**src/rtl/uart_loader_pkg.sv**
```systemverilog
// uart_loader_pkg
//   Shared constants and types for the serial program loader.
//   LOADER_SYNC : byte that opens every program frame
//   INSTR_W     : instruction word width, equal to the ROM data width (3 bytes)
//   load_state_e: frame FSM states
package uart_loader_pkg;

  localparam logic [7:0] LOADER_SYNC = 8'hA5;
  localparam int         INSTR_W     = 24;

  typedef enum logic [1:0] {
    ST_IDLE = 2'd0,
    ST_LEN  = 2'd1,
    ST_DATA = 2'd2,
    ST_SUM  = 2'd3
  } load_state_e;

endpackage

```
**src/rtl/uart_loader_uart_rx.sv**
```systemverilog
// uart_rx
//   8N1 byte receiver with a 2-flop input synchronizer.
//   clk        : system clock
//   rst        : asynchronous active-low reset
//   rx         : asynchronous serial input, idle high, LSB first
//   data       : last received byte, valid while byte_valid is high
//   byte_valid : one-cycle pulse, byte received with a high stop bit
//   frame_err  : one-cycle pulse, stop bit sampled low (no byte delivered)
module uart_rx #(
  parameter int CLK_HZ = 27_000_000,
  parameter int BAUD   = 115200
) (
  input  logic       clk,
  input  logic       rst,
  input  logic       rx,
  output logic [7:0] data,
  output logic       byte_valid,
  output logic       frame_err
);

  localparam int DIV   = CLK_HZ / BAUD;
  localparam int HALF  = DIV / 2;
  localparam int CNT_W = $clog2(DIV + 1);

  localparam logic [1:0] RX_IDLE  = 2'd0;
  localparam logic [1:0] RX_START = 2'd1;
  localparam logic [1:0] RX_DATA  = 2'd2;
  localparam logic [1:0] RX_STOP  = 2'd3;

  logic             meta_q, sync_q, prev_q;
  logic [1:0]       state_q, state_d;
  logic [CNT_W-1:0] cnt_q, cnt_d;
  logic [2:0]       bit_q, bit_d;
  logic [7:0]       shift_q, shift_d;
  logic             valid_q, valid_d;
  logic             ferr_q, ferr_d;

  // The start bit is re-checked half a bit after the edge; every later
  // sample lands a full bit period after the previous one, i.e. mid-bit.
  always_comb begin
    state_d = state_q;
    cnt_d   = cnt_q;
    bit_d   = bit_q;
    shift_d = shift_q;
    valid_d = 1'b0;
    ferr_d  = 1'b0;
    case (state_q)
      RX_IDLE: begin
        if (prev_q && !sync_q) begin
          state_d = RX_START;
          cnt_d   = '0;
        end
      end
      RX_START: begin
        if (cnt_q == CNT_W'(HALF - 1)) begin
          cnt_d   = '0;
          bit_d   = '0;
          state_d = sync_q ? RX_IDLE : RX_DATA;
        end else begin
          cnt_d = cnt_q + 1'b1;
        end
      end
      RX_DATA: begin
        if (cnt_q == CNT_W'(DIV - 1)) begin
          cnt_d   = '0;
          shift_d = {sync_q, shift_q[7:1]};
          bit_d   = bit_q + 3'd1;
          if (bit_q == 3'd7) state_d = RX_STOP;
        end else begin
          cnt_d = cnt_q + 1'b1;
        end
      end
      default: begin
        // Returning to idle at mid-stop lets the next start edge be caught
        // without waiting for the end of the stop bit.
        if (cnt_q == CNT_W'(DIV - 1)) begin
          cnt_d   = '0;
          state_d = RX_IDLE;
          if (sync_q) valid_d = 1'b1;
          else        ferr_d  = 1'b1;
        end else begin
          cnt_d = cnt_q + 1'b1;
        end
      end
    endcase
  end

  always_ff @(posedge clk or negedge rst) begin
    if (!rst) begin
      meta_q  <= 1'b1;
      sync_q  <= 1'b1;
      prev_q  <= 1'b1;
      state_q <= RX_IDLE;
      cnt_q   <= '0;
      bit_q   <= '0;
      shift_q <= '0;
      valid_q <= 1'b0;
      ferr_q  <= 1'b0;
    end else begin
      meta_q  <= rx;
      sync_q  <= meta_q;
      prev_q  <= sync_q;
      state_q <= state_d;
      cnt_q   <= cnt_d;
      bit_q   <= bit_d;
      shift_q <= shift_d;
      valid_q <= valid_d;
      ferr_q  <= ferr_d;
    end
  end

  assign data       = shift_q;
  assign byte_valid = valid_q;
  assign frame_err  = ferr_q;

endmodule

```
**src/rtl/uart_loader.sv**
```systemverilog
// uart_loader
//   Receives a framed program image (A5, LEN, LEN*3 payload bytes, XOR SUM)
//   over UART and writes 24-bit words into the instruction ROM.
//   clk, rst     : system clock, asynchronous active-low reset
//   uart_rx      : serial input
//   rom_w_enable : one-cycle ROM write strobe
//   rom_w_addr   : ROM word address
//   rom_w_data   : instruction word
//   cpu_hold     : holds the core in reset during a load or after a failure
//   busy         : frame FSM is not idle
//   error        : sticky failure flag, cleared by the next sync byte
//   loaded       : one-cycle pulse on a verified load
module uart_loader
  import uart_loader_pkg::*;
#(
  parameter int CLK_HZ       = 27_000_000,
  parameter int BAUD         = 115200,
  parameter int TIMEOUT_BITS = 2000
) (
  input  logic               clk,
  input  logic               rst,
  input  logic               uart_rx,
  output logic               rom_w_enable,
  output logic [7:0]         rom_w_addr,
  output logic [INSTR_W-1:0] rom_w_data,
  output logic               cpu_hold,
  output logic               busy,
  output logic               error,
  output logic               loaded
);

  localparam int TMO_CYC = TIMEOUT_BITS * (CLK_HZ / BAUD);
  localparam int TMO_W   = $clog2(TMO_CYC + 1);

  logic [7:0] rx_data;
  logic       rx_valid, rx_ferr;

  uart_rx #(
    .CLK_HZ(CLK_HZ),
    .BAUD  (BAUD)
  ) u_rx (
    .clk       (clk),
    .rst       (rst),
    .rx        (uart_rx),
    .data      (rx_data),
    .byte_valid(rx_valid),
    .frame_err (rx_ferr)
  );

  load_state_e        state_q, state_d;
  logic [8:0]         count_q, count_d;
  logic [1:0]         idx_q, idx_d;
  logic [15:0]        asm_q, asm_d;
  logic [7:0]         xor_q, xor_d;
  logic [7:0]         addr_q, addr_d;
  logic               wen_q, wen_d;
  logic [INSTR_W-1:0] wdata_q, wdata_d;
  logic               hold_q, hold_d;
  logic               err_q, err_d;
  logic               loaded_q, loaded_d;
  logic [TMO_W-1:0]   tmo_q, tmo_d;
  logic               tmo_expired;

  assign tmo_expired = (state_q != ST_IDLE) && (tmo_q == TMO_W'(TMO_CYC));

  always_comb begin
    state_d  = state_q;
    count_d  = count_q;
    idx_d    = idx_q;
    asm_d    = asm_q;
    xor_d    = xor_q;
    addr_d   = addr_q;
    wen_d    = 1'b0;
    wdata_d  = wdata_q;
    hold_d   = hold_q;
    err_d    = err_q;
    loaded_d = 1'b0;
    tmo_d    = tmo_q;

    // Address advances the cycle after the strobe so it is stable while
    // the strobe is high.
    if (wen_q) addr_d = addr_q + 8'd1;

    if (state_q == ST_IDLE || rx_valid) tmo_d = '0;
    else if (!tmo_expired)              tmo_d = tmo_q + 1'b1;

    if (state_q == ST_IDLE) begin
      if (rx_valid && rx_data == LOADER_SYNC) begin
        state_d = ST_LEN;
        hold_d  = 1'b1;
        err_d   = 1'b0;
        idx_d   = '0;
        addr_d  = '0;
        xor_d   = '0;
      end
    end else if (rx_ferr || tmo_expired) begin
      // Any partial word in asm_q is simply discarded.
      state_d = ST_IDLE;
      err_d   = 1'b1;
      hold_d  = 1'b1;
    end else if (rx_valid) begin
      if (state_q == ST_LEN) begin
        count_d = (rx_data == 8'd0) ? 9'd256 : {1'b0, rx_data};
        idx_d   = '0;
        state_d = ST_DATA;
      end else if (state_q == ST_DATA) begin
        xor_d = xor_q ^ rx_data;
        if (idx_q == 2'd2) begin
          wen_d   = 1'b1;
          wdata_d = {asm_q, rx_data};
          idx_d   = '0;
          count_d = count_q - 9'd1;
          if (count_q == 9'd1) state_d = ST_SUM;
        end else begin
          asm_d = {asm_q[7:0], rx_data};
          idx_d = idx_q + 2'd1;
        end
      end else begin
        if (rx_data == xor_q) begin
          loaded_d = 1'b1;
          hold_d   = 1'b0;
        end else begin
          err_d  = 1'b1;
          hold_d = 1'b1;
        end
        state_d = ST_IDLE;
      end
    end
  end

  always_ff @(posedge clk or negedge rst) begin
    if (!rst) begin
      state_q  <= ST_IDLE;
      count_q  <= '0;
      idx_q    <= '0;
      asm_q    <= '0;
      xor_q    <= '0;
      addr_q   <= '0;
      wen_q    <= 1'b0;
      wdata_q  <= '0;
      hold_q   <= 1'b0;
      err_q    <= 1'b0;
      loaded_q <= 1'b0;
      tmo_q    <= '0;
    end else begin
      state_q  <= state_d;
      count_q  <= count_d;
      idx_q    <= idx_d;
      asm_q    <= asm_d;
      xor_q    <= xor_d;
      addr_q   <= addr_d;
      wen_q    <= wen_d;
      wdata_q  <= wdata_d;
      hold_q   <= hold_d;
      err_q    <= err_d;
      loaded_q <= loaded_d;
      tmo_q    <= tmo_d;
    end
  end

  assign rom_w_enable = wen_q;
  assign rom_w_addr   = addr_q;
  assign rom_w_data   = wdata_q;
  assign cpu_hold     = hold_q;
  assign busy         = (state_q != ST_IDLE);
  assign error        = err_q;
  assign loaded       = loaded_q;

endmodule

```
**config.mk**
```make
export PLATFORM = sky130hd
export DESIGN_NAME = uart_loader
export DESIGN_NICKNAME = d
export VERILOG_FILES = /design/src/rtl/uart_loader_pkg.sv /design/src/rtl/uart_loader_uart_rx.sv /design/src/rtl/uart_loader.sv
export SDC_FILE = /design/constraint.sdc
export NUM_CORES = 1
export LEC_CHECK = 0
export BUFFER_PORTS_ARGS = -buffer_cell sky130_fd_sc_hd__buf_4
export CORE_ASPECT_RATIO = 1.25
export CORE_UTILIZATION = 30
export CTS_BUF_LIST = sky130_fd_sc_hd__clkbuf_8
export CTS_CLUSTER_DIAMETER = 120
export DETAILED_ROUTE_END_ITERATION = 7
export SYNTH_ARGS = -nofsm -noshare
export SYNTH_HDL_FRONTEND = slang
export SYNTH_HIERARCHICAL = 1
export SYNTH_SLANG_ARGS = --single-unit
```
**constraint.sdc**
```tcl
create_clock -name clk -period 2.9 [get_ports clk]
set_input_delay 0.145 -clock clk [delete_from_list [all_inputs] [get_ports clk]]
set_output_delay 0.145 -clock clk [all_outputs]
set_load 0.02 [all_outputs]
```
### Word-level counts from Yosys, hierarchy flattened

Index checks and enable logic that the tools add are counted.

| cells by class | value |
|---|---|
| $add $sub $neg | 6 |
| eq/ne operators | 25 |
| muxes and demuxes | 76 |
| bitwise operators | 5 |
| reduce and logical (&&, ||, !) cells | 30 |

Operators by type and width:

| operator | number |
|---|---|
| 8-bit two-way mux | 12 |
| 2-bit two-way mux | 21 |
| 19-bit two-way mux | 2 |
| 9-bit two-way mux | 4 |
| 1-bit two-way mux | 32 |
| 5-bit AND reduction | 4 |
| 19-bit by 1-bit adder with 19-bit output, second input constant | 1 |
| 19-bit equality test, second input constant | 1 |
| 8-bit by 1-bit adder with 8-bit output, second input constant | 2 |
| 8-bit equality test, second input constant | 2 |
| 8-bit one-hot mux with 2 select lines | 1 |
| 2-bit by 1-bit != test with 1-bit output, second input constant | 6 |
| 4-bit AND reduction | 3 |
| 6-bit AND reduction | 2 |
| 2-bit nonzero test | 6 |
| 5-bit by 4-bit != test with 1-bit output, second input constant | 2 |
| 9-bit by 1-bit equality test with 1-bit output, second input constant | 1 |
| 3-bit != test, second input constant | 3 |
| 3-bit nonzero test | 3 |
| 9-bit by 1-bit subtractor with 9-bit output, second input constant | 1 |
| 8-bit by 7-bit equality test with 1-bit output, second input constant | 1 |
| 8-bit equality test | 1 |
| 8-bit zero test | 1 |
| 8-bit bitwise XOR | 1 |
| 17 further kinds | 29 |

| storage, ports and cells | value |
|---|---|
| register bits after elaboration | 118 |
| input bits | 3 |
| output and inout bits | 37 |

### Logic depth before layout (Yosys ltp)

Gate-level depths: netlist of the first run.

| logic depth | value |
|---|---|
| depth in word-level cells | 8 |
| gate-level depth with buffers | 9 |

### Modules after synthesis

The synthesis of the first run kept the hierarchy.

Modules (own cells, without submodules):

| module | times used | cells an instance | area an instance (µm²) |
|---|---|---|---|
| uart_loader | 1 | 400 | 4560.6 |
| uart_rx | 1 | 108 | 1285.0 |

### Least setup slack after synthesis of the first run

OpenSTA, ideal clock, no wires.

| path | value |
|---|---|
| kind | register -> register |
| start point | reg state_q[0] (netlist name) |
| end point | reg asm_q[10] |
| library setup time | 0.125 ns |
| data arrival time | 2.283 ns |
| setup slack | 0.492 ns |
| cell stages (with the launch flop) | 10 |
| path buffers | 2 |
| cell sequence | dfrtp_1 -> inv_1 -> ha_1 -> buf_2 -> nor4_1 -> and4_1 -> a21oi_1 -> nand3_1 -> buf_2 -> mux2_2 |

RTL lines:

| item | line | text |
|---|---|---|
| end signal, assigned | uart_loader.sv:149 | `asm_q <= asm_d;` |
| end, declared | uart_loader.sv:53 | `logic [15:0] asm_q, asm_d;` |

==> results of run 1 <==
[metal layers]
metal,part of all wire [%],routed length (um),up-vias
li1,-,-,1954
met1,45,5460,2078
met2,50,6080,64
met3,4.0,490,15
met4,1.6,191,0
met5,0,0,-
[path summary, 6_finish.rpt]
kind / from / to / slack, ns / cells past startpoint
worst max-delay path: state_q[0] / rom_w_data[22] / 0.33 / 8
worst min-delay path: rst / u_rx/cnt_q[2] / 0.28 / 2
worst max register to register: state_q[0] / rom_w_data[22] / 0.33 / 8
worst min register to register: u_rx/meta_q / u_rx/sync_q / 0.36 / 0
max in group asynchronous: rst / u_rx/sync_q / 1.73 / 3
min in group clk: uart_rx / u_rx/meta_q / 0.36 / 2
[final cells by class]
cell class / instances / share of cell area [%]
Sequential cell: 118 / 43.3
Multi-Input combinational cell: 352 / 39.8
Timing Repair Buffer: 50 / 5.57
Tap cell: 232 / 4.25
Clock buffer: 19 / 3.83
Clock inverter: 10 / 1.94
Inverter: 24 / 1.32
[power groups by stage]
| stage | clock [mW] | combinational, mW | sequential, mW |
|---|---|---|---|
| after detailed placement | 0 | 0.224 | 1.77 |
| after floorplan | 0 | 0.156 | 1.76 |
| after global routing | 1.63 | 0.260 | 1.75 |
| final | 1.50 | 0.221 | 1.74 |
| after global placement | 0 | 0.213 | 1.77 |
| after CTS | 1.55 | 0.227 | 1.74 |
[sequential cells by signal (all words and copies together), names as in the netlist, 3 cells and up]
signal / flops
tmo_q: 19
u_rx/cnt_q: 8
u_rx/bit_q: 3
asm_q: 16
count_q: 9
u_rx/data: 8
rom_w_addr: 8
xor_q: 8
rom_w_data: 24
[placed cells by master (no fill, tap or decap), drive strengths merged, types with 8 or more instances in the layout]
cell	n
buf	48
a221o	8
nand4	14
nand3	17
nor3	8
o21ai	12
nand2	24
and3	13
xor2	24
clkbuf	19
inv	25
mux2	49
ha	15
dfrtp	115
a21oi	18
nor4	8
nor2	46
[metrics by stage]
step | instance area, um2 | setup WS (ns)
global route | 6830 | 0.174
finish | 6830 | 0.329
floorplan | 5850 | 0.492
global placement | 6420 | 0.494
detailed placement | 6420 | 0.360
CTS | 6830 | 0.346
[kinds of logic (layout without fill, tap and decap cells)]
logic type | Yosys count | in the layout | synth area share [%]
adder cells (fa/ha/maj) | 15 | 15 | 3.21
AND/OR/NAND/NOR | 174 | 174 | 16.9
XOR/XNOR | 30 | 30 | 4.49
AO/OA/AOI/OAI | 80 | 80 | 10.2
multiplexers | 53 | 53 | 11.8
buffers and inverters | 38 | 103 | 2.89
flip-flops | 118 | 118 | 50.6
[timing repair]
item / CTS / global route
endpoints found under the hold margin: 54 / 0
setup buffers: 0 / 0
hold buffers: 2 / 0
resized for setup: 0 / 0
==> impl_metrics.py, run 1 <==
metrics = {
    "power_and_ir_drop": {
        "switchingPower_mw": 0.830,
        "power_leakage_nw": 3.23,
        "ir_drop_v": 0.000354,
        "pwr-share-clk_pct": 43.4,
        "power.density_nw_per_um2": 508,
        "intPower_mw": 2.64,
        "p_sw_share_pct": 23.9,
        "seqPwrFrac_pct": 50.2,
        "power_frac_comb_pct": 6.4,
        "power_mw": 3.47,
    },
    "setup_path": {
        "cp-start-kind": "flip-flop",
        "endpoint_kind": "flip-flop",
        "path_buf_inv": 2,
        "cpMaxStageDelayCell": "dfrtp_1",
        "crit_path_max_incr_delay_ns": 0.43,
        "cp.arrival_ns": 2.89,
        "crit_family": "simple AND/OR/NAND/NOR gates",
        "critPathKind": "flip-flop to flip-flop",
        "path_max_fanout": 25,
        "path_cells": "inv_1 > ha_1 > nor4_1 > nand4_1 > o21ai_4 > nor4b_4 > buf_4 > mux2_4",
        "required_ns": 3.22,
    },
    "global_route": {
        "grt_pass1_vias": 4179,
        "antenna_found_initial": 0,
        "grt_usage_pct": 13.1,
        "grt_pass1_wl_mm": 20.6,
        "use_met3_pct": 4.06,
        "busiest_layer": "met2",
        "grt_overflow": 0,
        "grt_start_max_net_pins": 57,
        "met2_usage_pct": 21.5,
        "use_met1_pct": 15.9,
    },
    "logic_synthesis": {
        "async_flop_share_pct": 100,
        "synthTopCellsByArea": "dfrtp_1 (49%), mux2_4 (6.7%), mux2_2 (4.4%), xor2_1 (3.6%), ha_1 (3.2%)",
        "synth_common_cells": "dfrtp_1 (115), nor2_1 (46), mux2_4 (26)",
        "yosysTopAreaCellShare_pct": 49.2,
        "yosysWarningCount": 6,
        "synth_nets": 526,
        "synth_edf_count": 0,
        "syn-cell-area_um2": 5850,
        "synth.avg_cell_area_um2": 11.5,
        "yosysTopAreaCell": "dfrtp_1",
        "synthCells": 508,
        "synth_flop_cell": "dfrtp_1",
        "yosysSeqAreaShare_pct": 50.6,
        "synth.most_common_cell": "dfrtp_1",
        "yosysUniqueCellTypes": 64,
        "synth-seq-cells": 118,
    },
    "final_layout": {
        "drive_above_1_share_pct": 25.0,
        "final_util_pct": 36.1,
        "num_antenna_cells": 0,
        "num-fill-cells": 1851,
        "multi_input_area_um2": 2720,
        "register_area_um2": 2960,
        "area_delta_synth_final_pct": 16.9,
        "final_cells": 805,
        "nets": 581,
    },
    "drt": {
        "drc": 0,
        "wl_mm": 12.2,
        "routedWlPerCell_um": 15.2,
        "drt_iter0_markers": 204,
        "viasPerCell": 5.11,
        "vias": 4111,
        "drt.antenna.violating_nets": 0,
        "first_pass_iters": 5,
    },
    "cts": {
        "clk_latency_ns": 0.44,
        "cts_root_buf": "clkbuf_8",
        "clockBufferDepth": 2,
        "cts_buffers": 17,
        "cts_tree": "built",
        "clk_pin_slew_worst_paths_ns": 0.06,
        "cts_sinks": 118,
        "htree_levels": 4,
    },
    "floorplanning": {
        "rows": 56,
        "coreArea_um2": 18900,
        "die_y_um": 158,
        "fp.dieArea_um2": 20100,
        "ioPinCount": 40,
        "start_util_pct": 30.9,
        "die_w_um": 127,
    },
    "placed_design": {
        "hpwl_mm": 8.62,
        "placement.io_buffers": 39,
        "dp.cells": 774,
        "place.gp.congestion": 0.794,
    },
    "sta": {
        "skew_ns": 0.0137,
        "finalSetupViolCount": 0,
        "rsz0062_at_grt": "false",
        "min_period_ns": 2.57,
        "relSlewSlack_pct": 30.7,
        "hold_ws_ns": 0.280,
        "hold_viol": 0,
        "tightest_slew_ns": 1.03,
        "report.final.slew_viol_count": 0,
        "final.period_utilization_pct": 88.7,
        "max_freq_mhz": 389,
        "tns_ns": 0,
    },
    "outcome": {
        "status": "finished, final reports clean",
    },
    "worst_hold_path": {
        "hp-class": "input port to async pin",
    },
    "job": {
        "drv_cap": 0,
    },
}
Note: power is estimated with default switching activity, not from simulation.
==> inputs of run 2 (changes only) <==
--- a/config.mk
+++ b/config.mk
@@ -11,6 +11,7 @@
 export CTS_BUF_LIST = sky130_fd_sc_hd__clkbuf_8
 export CTS_CLUSTER_DIAMETER = 120
 export DETAILED_ROUTE_END_ITERATION = 7
+export PLACE_DENSITY = 0.56
 export SYNTH_ARGS = -nofsm -noshare
 export SYNTH_HDL_FRONTEND = slang
 export SYNTH_HIERARCHICAL = 1
==> run 2 against run 1 <==
Effect of this change:
- worst hold slack got worse by 0.010 ns
- clock skew shrank 0.00059 ns
- largest cell class unchanged
- combinational power barely moved
- sequential share of layout area grew 0.071 points
- clock-buffer cell count shrank 1
==> impl_metrics.py, run 2 (synthesis results as in run 1) <==
metrics = {
    "sta": {
        "final.period_utilization_pct": 93.3,
        "hold_viol": 0,
        "min_period_ns": 2.70,
        "report.final.slew_viol_count": 0,
        "tightest_slew_ns": 0.993,
        "worst_slack_ns": 0.195,
        "finalSetupViolCount": 0,
        "relSlewSlack_pct": 33.3,
        "max_freq_mhz": 370,
        "tns_ns": 0,
        "rsz0062_at_grt": "false",
        "skew_ns": 0.0132,
    },
    "cts": {
        "htree_levels": 4,
        "clk_pin_slew_worst_paths_ns": 0.08,
        "cts_root_buf": "clkbuf_8",
        "cts_buffers": 17,
        "clk_latency_ns": 0.45,
        "cts_sinks": 118,
        "cts_tree": "built",
        "clockBufferDepth": 2,
        "ctsResizeCount": 0,
    },
    "floorplanning": {
        "fp.dieArea_um2": 20100,
        "coreArea_um2": 18900,
        "die_y_um": 158,
        "rows": 56,
        "die_w_um": 127,
        "start_util_pct": 30.9,
        "ioPinCount": 40,
    },
    "power_and_ir_drop": {
        "power_leakage_nw": 3.22,
        "power.density_nw_per_um2": 510,
        "ir_drop_v": 0.000414,
    },
    "final_layout": {
        "layout_common_cells": "dfrtp_1 (115), nor2_1 (46), buf_4 (43), mux2_4 (26), inv_1 (25)",
        "fin_area_um2": 6820,
        "area_delta_synth_final_pct": 16.7,
        "num_antenna_cells": 0,
        "nets": 577,
        "layout_commonest_cell": "dfrtp_1",
        "largest_reg_flops": 24,
        "drive_above_1_share_pct": 24.8,
    },
    "placed_design": {
        "hpwl_mm": 8.04,
        "placement.io_buffers": 39,
        "place_ws_ns": 0.249,
        "place.gp.congestion": 0.811,
        "dpl-instance-area_um2": 6400,
    },
    "drt": {
        "routedWlPerCell_um": 14.8,
        "viasPerCell": 5.05,
        "wl_mm": 11.9,
        "drc": 0,
        "drt.antenna.violating_nets": 0,
        "first_pass_iters": 4,
        "drt_iter0_markers": 186,
        "vias": 4057,
    },
    "global_route": {
        "grt_start_max_net_pins": 68,
        "grt_overflow": 0,
        "grt_pass1_vias": 4113,
        "antenna_found_initial": 0,
        "grt_usage_pct": 12.9,
        "grt_pass1_wl_mm": 20.5,
    },
    "setup_path": {
        "reg2reg_depth": 8,
        "cp.arrival_ns": 3.03,
        "crit_path_max_incr_delay_ns": 0.41,
        "startpoint": "state_q[0]",
        "path_cells": "inv_1 > ha_1 > nor4_1 > nand4_1 > o21ai_4 > nor4b_4 > buf_4 > mux2_4",
        "r2r_setup_slack_ns": 0.20,
        "r2r_start": "state_q[0]",
        "required_ns": 3.23,
        "path_max_fanout": 25,
        "critPathKind": "flip-flop to flip-flop",
        "cpMaxStageDelayCell": "dfrtp_1",
        "endpoint_kind": "flip-flop",
        "cp-start-kind": "flip-flop",
    },
    "outcome": {
        "status": "finished, final reports clean",
    },
    "job": {
        "drv_cap": 0,
    },
    "worst_hold_path": {
        "hp-class": "input port to async pin",
    },
}
[run 2: repair_timing]
| item | CTS | global route |
|---|---|---|
| setup buffers | 0 | 0 |
| endpoints found under the hold margin | 52 | 0 |
| hold buffers | 2 | 0 |
[run 2: area by class of cell]
class / instances / area, um2
well taps: 232 / 290
repair buffers: 46 / 363
flip-flops and latches: 118 / 2960
clock inverters: 14 / 153
inverters: 24 / 90.1
multi-input cells: 352 / 2720
fillers: 1854 / 12100
clock buffers: 18 / 248
[run 2: through the flow]
step	hold slack (ns)	util, %	std cells	total power [mW]
detailed placement	0.230	33.8	770	2.00
global route	0.340	36.1	804	3.65
floorplan	-0.151	-	508	1.91
global placement	0.235	33.8	770	1.99
CTS	0.290	36.1	804	3.53
finish	0.270	36.1	804	3.48
[run 2: worst max-delay path: cells and delay by family (launching register included)]
kind,cells,cell delay (ns)
AND/OR/NAND/NOR,3,0.77
buffers and inverters,2,0.38
AO/OA/AOI/OAI,1,0.33
flip-flops,1,0.41
multiplexers,1,0.34
adder cells (fa/ha/maj),1,0.34
[run 2: final timing paths]
kind,endpoint
worst min register to register,u_rx/sync_q
min in group clk,u_rx/meta_q
worst min-delay path,rom_w_addr[5]
max in group asynchronous,u_rx/meta_q
worst max register to register,rom_w_data[4]
worst max-delay path,rom_w_data[4]
[run 2: where the power goes]
| part | switching [mW] | total (mW) | internal (mW) |
|---|---|---|---|
| Clock | 0.726 | 1.52 | 0.793 |
| Sequential | 0.0591 | 1.74 | 1.68 |
| Combinational | 0.139 | 0.219 | 0.0798 |
| Total | 0.924 | 3.48 | 2.56 |
[run 2: per-layer routing]
layer | track usage (%) | share of wire, % | vias to the layer above
met2 | 20.7 | 47 | 74
met1 | 16.5 | 47 | 2023
met4 | 5.73 | 1.8 | 0
met5 | 0 | 0 | -
met3 | 3.21 | 3.5 | 18
li1 | - | - | 1942
